**config.mk**
```make
export PLATFORM = sky130hd
export DESIGN_NAME = dff_shreg_param
export DESIGN_NICKNAME = d
export VERILOG_FILES = /design/src/rtl/dff_shreg_param.sv
export SDC_FILE = /design/constraint.sdc
export NUM_CORES = 1
export LEC_CHECK = 0
export ABC_AREA = 1
export BUFFER_PORTS_ARGS = -buffer_cell sky130_fd_sc_hd__buf_2
export CAP_MARGIN = 15
export CORE_MARGIN = 4
export CORE_UTILIZATION = 42
export CTS_CLUSTER_DIAMETER = 200
export DETAILED_ROUTE_END_ITERATION = 8
export PLACE_DENSITY = 0.86
export SYNTH_ARGS = -nofsm -noshare
export SYNTH_HDL_FRONTEND = slang
export SYNTH_SLANG_ARGS = --single-unit
```
**constraint.sdc**
```tcl
create_clock -name clk -period 1.4 [get_ports clk]
set_clock_uncertainty 0.2 [all_clocks]
set_input_delay 0 -clock clk [delete_from_list [all_inputs] [get_ports clk]]
set_output_delay 0 -clock clk [all_outputs]
set_load 0.005 [all_outputs]
```
**src/rtl/dff_shreg_param.sv**
```systemverilog
// dff_shreg_param
//   Parameterised word-wide shift register with hold, serial shift, parallel
//   load and synchronous clear. It tracks how many stages hold valid data and
//   flags each valid word that falls off the far end.
//
//   The active clock edge is chosen at elaboration time by NEG_EDGE. Only the
//   sensitivity of the state register changes. There is no clock inversion,
//   gating or derived clock.
//
// Parameters
//   WIDTH    bits per stage (>= 1)
//   DEPTH    number of stages (>= 2)
//   NEG_EDGE 1 = update on falling clk edge, 0 = rising
//   RST_VAL  value loaded into every stage on reset or clear
//
// Ports
//   clk      in   1            clock, active edge per NEG_EDGE
//   rst_n    in   1            asynchronous active-low reset
//   en       in   1            update enable, 0 = hold everything
//   mode     in   2            00 hold, 01 shift, 10 parallel load, 11 clear
//   sin      in   WIDTH        serial word entering stage 0
//   pin      in   DEPTH*WIDTH  parallel data, stage i = pin[i*WIDTH +: WIDTH]
//   sout     out  WIDTH        contents of stage DEPTH-1
//   pout     out  DEPTH*WIDTH  all stages, same packing as pin
//   sout_vld out  1            a valid word was shifted out on the last edge
//   count    out  clog2(DEPTH+1) number of valid stages
//   full     out  1            count == DEPTH
//   empty    out  1            count == 0
module dff_shreg_param #(
  parameter int              WIDTH    = 8,
  parameter int              DEPTH    = 4,
  parameter int              NEG_EDGE = 1,
  parameter logic [WIDTH-1:0] RST_VAL = '0
) (
  input  logic                         clk,
  input  logic                         rst_n,
  input  logic                         en,
  input  logic [1:0]                   mode,
  input  logic [WIDTH-1:0]             sin,
  input  logic [DEPTH*WIDTH-1:0]       pin,
  output logic [WIDTH-1:0]             sout,
  output logic [DEPTH*WIDTH-1:0]       pout,
  output logic                         sout_vld,
  output logic [$clog2(DEPTH+1)-1:0]   count,
  output logic                         full,
  output logic                         empty
);

  localparam int               CNT_W   = $clog2(DEPTH + 1);
  localparam logic [CNT_W-1:0] CNT_MAX = CNT_W'(DEPTH);

  typedef enum logic [1:0] {
    MODE_HOLD  = 2'b00,
    MODE_SHIFT = 2'b01,
    MODE_LOAD  = 2'b10,
    MODE_CLEAR = 2'b11
  } mode_e;

  logic [WIDTH-1:0] shreg_q [DEPTH];
  logic [WIDTH-1:0] shreg_d [DEPTH];
  logic [CNT_W-1:0] cnt_q;
  logic [CNT_W-1:0] cnt_d;
  logic             vld_q;
  logic             vld_d;

  // Occupancy grows by one per shift but sticks at DEPTH. Once every stage
  // holds real data, each further shift only swaps one valid word for another.
  function automatic logic [CNT_W-1:0] sat_inc(input logic [CNT_W-1:0] c);
    if (c == CNT_MAX) begin
      return c;
    end
    return c + CNT_W'(1);
  endfunction

  // Next-state logic. sout_vld is a one-edge pulse, so it defaults to 0 and is
  // raised only by a shift that pushes out a word from a full register.
  always_comb begin
    shreg_d = shreg_q;
    cnt_d   = cnt_q;
    vld_d   = 1'b0;
    if (en) begin
      unique case (mode_e'(mode))
        MODE_HOLD: begin
          shreg_d = shreg_q;
        end
        MODE_SHIFT: begin
          shreg_d[0] = sin;
          for (int i = 1; i < DEPTH; i++) begin
            shreg_d[i] = shreg_q[i-1];
          end
          cnt_d = sat_inc(cnt_q);
          vld_d = (cnt_q == CNT_MAX);
        end
        MODE_LOAD: begin
          for (int i = 0; i < DEPTH; i++) begin
            shreg_d[i] = pin[i*WIDTH +: WIDTH];
          end
          cnt_d = CNT_MAX;
        end
        MODE_CLEAR: begin
          for (int i = 0; i < DEPTH; i++) begin
            shreg_d[i] = RST_VAL;
          end
          cnt_d = '0;
        end
        default: begin
          shreg_d = shreg_q;
        end
      endcase
    end
  end

  // ---- state register: falling or rising edge, chosen at elaboration ----
  if (NEG_EDGE != 0) begin : g_neg
    always_ff @(negedge clk or negedge rst_n) begin
      if (!rst_n) begin
        for (int i = 0; i < DEPTH; i++) begin
          shreg_q[i] <= RST_VAL;
        end
        cnt_q <= '0;
        vld_q <= 1'b0;
      end else begin
        shreg_q <= shreg_d;
        cnt_q   <= cnt_d;
        vld_q   <= vld_d;
      end
    end
  end else begin : g_pos
    always_ff @(posedge clk or negedge rst_n) begin
      if (!rst_n) begin
        for (int i = 0; i < DEPTH; i++) begin
          shreg_q[i] <= RST_VAL;
        end
        cnt_q <= '0;
        vld_q <= 1'b0;
      end else begin
        shreg_q <= shreg_d;
        cnt_q   <= cnt_d;
        vld_q   <= vld_d;
      end
    end
  end

  // ---- outputs: straight from the registers, flags decoded from count ----
  for (genvar g = 0; g < DEPTH; g++) begin : g_pack
    assign pout[g*WIDTH +: WIDTH] = shreg_q[g];
  end

  assign sout     = shreg_q[DEPTH-1];
  assign sout_vld = vld_q;
  assign count    = cnt_q;
  assign full     = (cnt_q == CNT_MAX);
  assign empty    = (cnt_q == '0);

endmodule

```
==> results summary <==
The global-route congestion overflow total is 0. The count of placed standard cells including taps is about 450. In this run the core area contains 24 standard-cell rows. The number of instances in the synthesized netlist is between 200 and 300.

TritonCTS built the clock tree. The width of the die came out at between 70 and 80 µm. The largest vdd supply drop came out at between 0.5 and 0.6 mV. The first TritonRoute pass finished after 4 iterations. The met3 global-route usage came out at 0.0398. The core footprint is approximately 0.0045 mm². The number of hold violations in the final report came out at 0. In this run the most used layer during global routing was met2.

about 90 I/O pins were placed. The power after layout is roughly 0.0035 W. The detailed placement HPWL is 4.09 mm. The share of total power dissipated in the clock network is 0.220. The number of register bits inferred by synthesis came out at 36.

In the final routed layout, each cell accounts on average for about 15 µm. The final number of setup-violating endpoints is 82. The number of DRC violations after detailed routing is 0. The global-route track usage on met1 came out at 0.247. The first global-routing pass estimated roughly 10 mm of wire.

The utilization after layout is 0.795. The cell area power density came out at a little under 1000 mW/mm². The analysis attributes to cell leakage a power of between 2 and 2.5 nW. The combinational group share of total power came out at 0.417. The weighted congestion at the end of routability-driven global placement came out at 0.740. For this block, the initial DRC count from the detailed router was roughly 120. The number of max-capacitance violations reported came out at 0.

The tree is rooted in a sky130_fd_sc_hd__clkbuf_8. The per-instance average area after synthesis came out at roughly 7 µm². The number of nets in the layout is ~500. The number of levels in the clock H-tree came out at 2. Dividing the detail-routed via count by the number of cells gives 4.83.

By startpoint and endpoint, the worst setup path is classified as reg -> out. The path class of the tightest hold or removal check is in -> async. The number of global-route vias before repair came out at 2,231.

The library cells used most frequently in the layout, excluding fill and tap cells, are 128 x sky130_fd_sc_hd__nand2_1, 86 x sky130_fd_sc_hd__buf_2, 65 x sky130_fd_sc_hd__buf_4. The count of pins over their slew limit is 0. The clock-pin transition on the worst setup and hold timing paths is about 0.050 ns. The post-route setup TNS is -18.60 ns. The data arrival time of the critical path came out at about 1.9 ns. The count of input and output buffers is 90.

The count of antenna-violating nets left after detailed routing came out at 0. Setup slack on the critical path of the routed design comes to -0.660 ns. The detailed router placed ~2,400 vias in this run. After the flow finishes, the layout carries non-filler instances totaling around 500.

The count of antenna diodes in the layout is 0. The worst setup path is captured at an output port. The relative area change from synthesis to final layout is 77.7%. The leading cell type in the layout, fill and taps excluded is sky130_fd_sc_hd__nand2_1. No sink is reached through more buffers than the 2 on the longest clock path. The number of CTS-inserted buffers is 5. Setup repair after global routing could not meet its margin everywhere. Synthesis produced a netlist with a net count of ~340.

The switching fraction of total power came out at 0.317. The met2 usage came out at 0.380. The cell internal power dissipation came out at around 0.0024 W. The worst slew margin relative to its limit is 0.864. The fraction of final layout cells sized beyond drive strength 1 is 0.537.

The top fanout value on the critical path is 3. The clock sink count came out at 36. The number of antenna violations at the first check in global routing is 0.

The aggregate routed wire length came out at 7.27 mm. Summed over all nets, the switching power comes to 0.00112 W. At the worst endpoint, the required time is ~1.2 ns. The global-route usage over all layers came out at 0.211. The transition time of the tightest slew-check pin came out at between 0.2 and 0.25 ns. The later pin in the worst-skew pair is clocked with a latency of approximately 0.30 ns.

The count of distinct cell types in the synthesized netlist is 14. The checks that failed: negative setup slack. The final worst hold slack came out at ~0.055 ns.

The starting utilization of the core area is 0.447. The cell area after technology mapping is about 0.0020 mm². The worst setup path is launched from a flop. The register area share after synthesis is 0.447. The maximum number of pins on one net before global-route repair is 37.

The share of total power dissipated in sequential elements is 0.363. The number of warning messages in the yosys log came out at 0. The vertical die dimension is 77.3 µm.

The flow ran to the end, but the final reports show violations. The die area came out at between 0.005 and 0.006 mm².
## state kept, by name, indices dropped and copies added (netlist names)
signal    flops
pout         24
sout_vld      1
count         3
sout          8
## critical path, stage by stage, from the launching register on
cell                      delay (ns)
sky130_fd_sc_hd__dfrtn_1        0.44
sky130_fd_sc_hd__inv_2          0.06
sky130_fd_sc_hd__ha_4           0.17
sky130_fd_sc_hd__inv_2          0.05
sky130_fd_sc_hd__nor2_1         0.03
sky130_fd_sc_hd__buf_2          0.13
## repair_timing
item	4_1_cts	5_1_grt
pin swaps	6	22
gates resized for setup	16	73
cloned	1	4
hold buffers	0	0
setup buffers	17	18
setup endpoints to repair	81	81
## synth_stat cells
cell / instances / area, µm²
sky130_fd_sc_hd__nand2_1: 176 / 661
sky130_fd_sc_hd__nand3_1: 33 / 165
sky130_fd_sc_hd__buf_6: 3 / 33.8
sky130_fd_sc_hd__ha_1: 2 / 25.0
sky130_fd_sc_hd__clkbuf_1: 2 / 7.51
sky130_fd_sc_hd__nand4_1: 1 / 6.26
sky130_fd_sc_hd__buf_2: 7 / 35.0
sky130_fd_sc_hd__nor2_4: 1 / 11.3
sky130_fd_sc_hd__clkinv_1: 1 / 3.75
sky130_fd_sc_hd__inv_1: 9 / 33.8
sky130_fd_sc_hd__dfrtn_1: 36 / 901
sky130_fd_sc_hd__o21ai_4: 1 / 16.3
sky130_fd_sc_hd__nor2_1: 7 / 26.3
sky130_fd_sc_hd__buf_4: 12 / 90.1
## layout make-up
class	count	area (µm²)
well taps	52	65.1
flip-flops and latches	36	901
repair buffers	174	1340
clock buffers	7	86.3
fillers	293	922
inverters	10	40.0
multi-input cells	221	1150
clock inverters	1	7.51
## through the flow
step,area (µm²),setup slack (ns)
global placement,2800,-0.373
finish,3580,-0.660
detailed placement,2800,-0.395
CTS,3120,-0.646
global route,3580,-0.695
floorplan,2060,-0.299
## routing by layer
metal | vias up | wire (µm)
met5 | - | 0
li1 | 1206 | -
met1 | 1113 | 2840
met2 | 91 | 3820
met3 | 12 | 448
met4 | 0 | 163
## power groups by stage
stage	registers (W)	logic (W)	clock network, W
detailed placement	0.00129	0.000972	0
floorplan	0.00133	0.000403	0
finish	0.00128	0.00148	0.000777
CTS	0.00128	0.00116	0.000795
global placement	0.00128	0.000956	0
global route	0.00130	0.00161	0.000835
## cell families (layout without fill, tap and decap cells)
kind of cell,Yosys count,in the layout,share of synthesized area
simple gates,218,218,0.431
buf+inv,34,192,0.101
compound gates,1,1,0.00807
flops,36,36,0.447
fa+ha+maj,2,2,0.0124
## worst paths after layout
path	from	to	slack (ns)	cells after the start
worst max-delay path	count[0]$_DFFE_NN0P_	empty	-0.66	5
worst min-delay path	rst_n	count[2]$_DFFE_NN0P_	0.06	2
worst max register to register	count[0]$_DFFE_NN0P_	count[0]$_DFFE_NN0P_	-0.23	10
worst min register to register	pout[6]$_DFFE_NN0P_	pout[6]$_DFFE_NN0P_	0.33	3
max in group asynchronous	rst_n	pout[18]$_DFFE_NN0P_	0.73	2
min in group clk	pout[6]$_DFFE_NN0P_	pout[6]$_DFFE_NN0P_	0.33	3
Power figures use the tool's default switching activity.
